### src/rtl/add_seq_multiword.sv
// add_seq_multiword: splits a wide addition into LSW-first word passes through a registered adder,
// chaining each pass's carry-out into the next pass.
module add_seq_multiword #(
    parameter int W      = 16,
    parameter int NWORDS = 4,
    parameter int LAT    = 2
) (
    input  logic                  clk,
    input  logic                  rst,
    input  logic                  start,
    input  logic [W*NWORDS-1:0]   a,
    input  logic [W*NWORDS-1:0]   b,
    input  logic                  cin,
    output logic                  busy,
    output logic                  done,
    output logic [W*NWORDS-1:0]   result,
    output logic                  cout,
    output logic [W-1:0]          add_in1,
    output logic [W-1:0]          add_in2,
    output logic                  add_cin,
    input  logic [W-1:0]          add_sum,
    input  logic                  add_cout
);
    localparam int IW = NWORDS > 1 ? $clog2(NWORDS) : 1;
    localparam int CW = $clog2(LAT + 1);

    typedef enum logic [1:0] {IDLE, ISSUE, WAIT, DONE} state_t;

    state_t              state, next;
    logic [W*NWORDS-1:0] a_r, b_r;
    logic [IW-1:0]       idx;
    logic [CW-1:0]       cnt;
    logic                last_beat, last_word;

    assign last_beat = state == WAIT && cnt == CW'(LAT - 1);
    assign last_word = idx == IW'(NWORDS - 1);

    always_ff @(posedge clk or posedge rst) begin
        if (rst) state <= IDLE;
        else     state <= next;
    end

    always_comb begin
        next = state;
        case (state)
            IDLE:    next = start ? ISSUE : IDLE;
            ISSUE:   next = WAIT;
            WAIT:    next = last_beat ? (last_word ? DONE : ISSUE) : WAIT;
            default: next = IDLE;
        endcase
    end

    always_comb begin
        busy = state == ISSUE || state == WAIT;
        done = state == DONE;
    end

    // Operand registers shift down one word per pass, so word 0 always feeds the adder.
    always_ff @(posedge clk or posedge rst) begin
        if (rst) begin
            a_r     <= '0;
            b_r     <= '0;
            idx     <= '0;
            cnt     <= '0;
            result  <= '0;
            cout    <= 1'b0;
            add_in1 <= '0;
            add_in2 <= '0;
            add_cin <= 1'b0;
        end else if (state == IDLE && start) begin
            a_r     <= a >> W;
            b_r     <= b >> W;
            add_in1 <= a[W-1:0];
            add_in2 <= b[W-1:0];
            add_cin <= cin;
            idx     <= '0;
            result  <= '0;
            cout    <= 1'b0;
        end else if (state == ISSUE) begin
            cnt <= '0;
        end else if (state == WAIT) begin
            cnt <= cnt + CW'(1);
            if (last_beat) begin
                result[int'(idx)*W +: W] <= add_sum;
                if (last_word) begin
                    cout <= add_cout;
                end else begin
                    idx     <= idx + IW'(1);
                    add_in1 <= a_r[W-1:0];
                    add_in2 <= b_r[W-1:0];
                    add_cin <= add_cout;
                    a_r     <= a_r >> W;
                    b_r     <= b_r >> W;
                end
            end
        end
    end
endmodule
### config.mk
export PLATFORM = sky130hd
export DESIGN_NAME = add_seq_multiword
export DESIGN_NICKNAME = d
export VERILOG_FILES = /design/src/rtl/add_seq_multiword.sv
export SDC_FILE = /design/constraint.sdc
export NUM_CORES = 1
export LEC_CHECK = 0
export CAP_MARGIN = 20
export CORE_MARGIN = 3
export CORE_UTILIZATION = 50
export CTS_BUF_LIST = sky130_fd_sc_hd__clkbuf_16
export DETAILED_ROUTE_END_ITERATION = 12
export GPL_ROUTABILITY_DRIVEN = 0
export MAX_ROUTING_LAYER = met4
export PLACE_DENSITY_LB_ADDON = 0.1
export SYNTH_ARGS = -nofsm -noshare
export SYNTH_HDL_FRONTEND = slang
export SYNTH_SLANG_ARGS = --single-unit
### constraint.sdc
create_clock -name clk -period 20.3 [get_ports clk]
set_input_delay 3.045 -clock clk [delete_from_list [all_inputs] [get_ports clk]]
set_output_delay 3.045 -clock clk [all_outputs]
set_load 0.05 [all_outputs]
# Word level (Yosys, flattened, before mapping)
# Index checks and enable logic that the tools add are counted.
[classes]
add_sub_neg = 3
multipliers = 0
div_mod_pow = 0
n_lt_le_gt_ge = 0
eq_ne = 7
n_shift = 2
n_mux = 46
bitwise_logic = 1
n_reduce_logical = 12
[op_table]
columns = ["operator", "count"]
rows = [
  ["64-bit two-way mux", 14],
  ["16-bit two-way mux", 10],
  ["64-bit bitwise mux", 1],
  ["16-bit by 33-bit variable shift with 64-bit output, first input constant", 1],
  ["16-bit by 33-bit variable part select with 64-bit output", 1],
  ["6-bit negation with 33-bit output", 1],
  ["2-bit two-way mux", 9],
  ["1-bit two-way mux", 11],
  ["4-bit AND reduction", 2],
  ["2-bit nonzero test", 4],
  ["2-bit equality test, second input constant", 3],
  ["2-bit one-hot mux with 3 select lines", 1],
  ["2-bit by 1-bit adder with 2-bit output, second input constant", 2],
  ["2-bit by 1-bit equality test with 1-bit output, second input constant", 2],
  ["2-bit by 1-bit != test with 1-bit output, second input constant", 2],
  ["3-bit AND reduction", 1],
  ["1-bit logical AND", 2],
  ["2-bit zero test", 1],
  ["2-bit AND reduction", 1],
  ["1-bit logical OR", 1],
  ["1-bit NOT", 1],
]
[totals]
register_bits = 232
latch_bits = 0
ram_bits = 0
romBits = 0
in_bits = 149
out_inout_bits = 100
wordCells = 81
n_memories = 0

# Longest topological paths before layout
[logic_depth]
depth_word = 7
depth_mapped = 9

# Least setup slack after synthesis
# Ideal clock, no wire load.
[synth_timing]
path_type = "input -> register"
start = "input start"
end = "register a_r[0]"
t_arrival_ns = 4.103
t_required_ns = 20.175
setup_slack_ns = 16.072
cell_stages = 4
path_buffers = 1
cell_sequence = "nand2_2 clkbuf_1 mux2_2 mux2_2"
[synth_via]
elab_chain_cells = 3
elab_cells_between_ends = 7
classes_between = "eq/ne: 2; mux: 1; reduce/logical: 4"
[synth_lines]
columns = ["element", "line_no", "source"]
rows = [
  ["start, declared", "10", "input logic start,"],
  ["1-bit logical AND (*)", "70", "end else if (state == IDLE && start) begin"],
  ["2-bit by 1-bit != test with 1-bit output (no source line) / 2-bit nonzero test (equally long branches)", "n/a", ""],
  ["4-bit AND reduction (no source line)", "n/a", ""],
  ["end signal, assigned", "71", "a_r <= a >> W;"],
  ["end signal, assigned", "92", "a_r <= a_r >> W;"],
  ["end, declared", "30", "logic [W*NWORDS-1:0] a_r, b_r;"],
]
# Mark *: on every way between the ends. The rest lies on a longest branch, timed or not.
# A chain may end at the register's enable or synchronous reset.

# Worst setup path in the final report
[layout_timing]
start = "input start"
end = "register b_r[0]"
[layout_via]
elab_chain_cells = 3
elab_cells_between_ends = 7
classes_between = "eq/ne: 2; mux: 1; reduce/logical: 4"
[layout_lines]
columns = ["element", "line_no", "source"]
rows = [
  ["1-bit logical AND (*)", "70", ""],
  ["2-bit by 1-bit != test with 1-bit output (no source line) / 2-bit nonzero test (equally long branches)", "n/a", ""],
  ["4-bit AND reduction (no source line)", "n/a", ""],
  ["end signal, assigned", "72", "b_r <= b >> W;"],
  ["end signal, assigned", "93", "b_r <= b_r >> W;"],
  ["end, declared", "30", ""],
]
# Marked as above.

==> flow_summary.json <==
{
  "coreArea_mm2": 0.0190,
  "syn_area_mm2": 0.00978,
  "rrSetupSlack_ns": 16.89,
  "track_usage_pct": 23.2,
  "cts.clk_slew.worst_paths_ns": 0.07,
  "slowest_delay_ns": 0.73,
  "finalInstanceArea_mm2": 0.0128,
  "worstPathCellList": "clkdlybuf4s50_1, and3b_2, nor2_8, buf_4, mux2_2",
  "crit_family": "buffers and inverters",
  "timing.rr.end": "b_r[0]",
  "yosysTopAreaCell": "dfrtp_1",
  "netlist_instances": 707,
  "whs_endpoint": "a_r[37]",
  "worst_path_max_delay_cell": "buf_4",
  "dieHeight_um": 146,
  "dieArea_mm2": 0.0213,
  "drtAntennaViolNets": 0,
  "cts_resized": 0,
  "yosysWarningCount": 0,
  "antenna_found_initial": 0,
  "powerDensity_mw_per_mm2": 149,
  "synth_edf_count": 0,
  "cap_violations": 0,
  "syn2layout_area_growth_pct": 31.1,
  "async_reset_ff_share_pct": 100,
  "cts_setup_buffers": 0,
  "htreeDepth": 4,
  "path_class": "primary input to flop",
  "crit_path_start_kind": "primary input",
  "hold_class": "flop to flop",
  "tightest_slew_ns": 1.03,
  "dpl_cell_area_mm2": 0.0122,
  "cp_max_fo": 69,
  "ctsHoldBuffers": 0,
  "syn_nets": 868,
  "fin_nets": 1091,
  "cp-end-kind": "flop",
  "drt-initial-drc-count": 378,
  "via_per_inst": 5.40,
  "slew_viol_final": 0,
  "diodes": 0,
  "p_sw_uw": 712,
  "ys_ff_latch": 200,
  "grt_pass1_vias": 7107,
  "p_leak_uw": 0.00577,
  "start_util_pct": 51.6,
  "synth_ff_type": "dfrtp_1",
  "dp_hpwl_mm": 16.2,
  "p_int_uw": 1190,
  "hold_viol": 0,
  "drt-total-wl_mm": 23.8,
  "io_pins": 249,
  "cts_tree": "built",
  "p_clk_share_pct": 17.0,
  "fp-row-count": 50,
  "cts.path.max_buffers": 2,
  "dr.pass1.iters": 4,
  "cts_buffers": 17,
  "comb_power_share_pct": 50.2,
  "wire_per_inst_um": 19.8,
  "synth-seq-area-share_pct": 51.2,
  "synth_cell_types": 38,
  "max-vdd-ir-drop_mv": 0.0874,
  "holdPathStages": 1,
  "min_from": "a_r[37]",
  "p_seq_share_pct": 32.8,
  "synth_top_area_share_pct": 51.2,
  "period_share_pct": 25.9,
  "finalSetupViolCount": 0,
  "die_width_um": 146,
  "switching_share_pct": 37.4,
  "fin_skew_ns": 0.00899,
  "numPortBuffers": 248,
  "slew_headroom_pct": 31.2,
  "crit_arrival_ns": 5.56,
  "clock_latency_ns": 0.43,
  "crit_required_ns": 20.61,
  "drive_gt1_share_pct": 27.3,
  "fin_crit_ns": 5.25,
  "grt_pass1_wl_mm": 39.0,
  "worstRegToRegCells": 6,
  "grt_max_degree": 125,
  "regToRegStartpoint": "state[1]",
  "whs_ns": 0.496,
  "fmax_mhz": 190,
  "cts.sink_count": 200,
  "outcome": "finished, final reports clean",
  "clock-root-buffer": "clkbuf_16",
  "tns_ns": 0,
  "synth_area_per_cell_um2": 13.8,
  "synth_area_leaders": "dfrtp_1 51%, mux2_2 16%, mux2_4 8.6%",
  "crit_buf_inv": 2,
  "vias": 6501,
  "drc": 0,
  "rsz0062_at_grt": "false",
  "grt.overflow.total": 0
}
[per-layer routing]
layer,global-route usage [%],vias to the layer above,share of wire (%),wire length (um)
met1,30.2,3286,43,10300
li1,-,2981,-,-
met5,-,-,0,0
met4,6.27,0,1.9,454
met2,36.0,204,48,11400
met3,6.57,30,6.8,1630
[cells by family (layout without fill, tap and decap cells)]
group	after synthesis	count (layout)	share of synthesized area, %
AND/OR/NAND/NOR	83	83	4.81
flip-flops	200	200	51.2
multiplexers	245	245	30.1
buffers and inverters	92	328	5.94
adder cells (fa/ha/maj)	12	12	1.54
AO/OA/AOI/OAI	75	75	6.39
[cells in the mapped netlist, types with 2 or more instances]
| cell type | count |
|---|---|
| dfrtp_1 | 200 |
| mux2_2 | 143 |
| mux2_4 | 56 |
| inv_1 | 39 |
| a22o_1 | 33 |
| mux2_1 | 29 |
| clkbuf_1 | 18 |
| nand2_1 | 18 |
| mux2i_1 | 17 |
| nand4_1 | 17 |
| o21ai_0 | 17 |
| and3_1 | 16 |
| nor3_1 | 16 |
| ha_1 | 12 |
| buf_4 | 11 |
| buf_6 | 11 |
| o31ai_2 | 10 |
| buf_2 | 6 |
| o31ai_1 | 6 |
| buf_12 | 5 |
| nor2_1 | 4 |
| nand3_1 | 3 |
| a21oi_1 | 2 |
| a21oi_2 | 2 |
| buf_8 | 2 |
| nor2b_1 | 2 |
[registers in the layout, indices dropped and copies added, names as in the netlist]
name / count
b_r: 48
cout: 1
add_cin: 1
add_in2: 16
state: 2
result: 64
cnt: 2
add_in1: 16
a_r: 48
idx: 2
[through the flow]
step	worst slack, ns	util [%]	std cells	power (uW)
after floorplan	11.80	-	707	1390
after global placement	14.01	64.4	1167	1540
after detailed placement	13.89	64.5	1168	1580
after CTS	14.35	67.4	1200	1910
after global routing	14.95	67.6	1203	2010
final	15.05	67.6	1203	1900
[worst max-delay path by stage]
| stage | start | slack, ns | endpoint | cells past startpoint |
|---|---|---|---|---|
| floorplan | rst | 11.80 | a_r[0] | 1 |
| global placement | start | 14.01 | result[61] | 5 |
| detailed placement | start | 13.89 | result[60] | 5 |
| CTS | start | 14.35 | result[60] | 5 |
| global route | start | 14.95 | a_r[3] | 5 |
| finish | start | 15.05 | b_r[0] | 5 |
[cell type report]
| type | instances | area (um^2) |
|---|---|---|
| multi-input cells | 415 | 4200 |
| clock inverters | 15 | 128 |
| inverters | 39 | 154 |
| fillers | 1398 | 6140 |
| clock buffers | 17 | 425 |
| well taps | 260 | 325 |
| repair buffers | 257 | 2580 |
| flip-flops and latches | 200 | 5000 |
[power by group through the flow]
stage / registers (uW) / clock network (uW) / logic (uW)
5_1_grt: 641 / 349 / 1020
2_1_floorplan: 762 / 0 / 626
3_3_place_gp: 621 / 0 / 923
6_report: 624 / 324 / 957
3_5_place_dp: 631 / 0 / 951
4_1_cts: 625 / 331 / 958
[placed cells by master (no fill, tap or decap), types with 17 or more instances in the layout]
master	instances
clkbuf_16	17
dfrtp_1	200
a22o_1	33
clkdlybuf4s50_1	248
nand2_1	18
nand4_1	17
mux2i_1	17
mux2_4	56
inv_1	39
mux2_2	143
o21ai_0	17
mux2_1	29
Note: power is estimated with default switching activity, not from simulation.
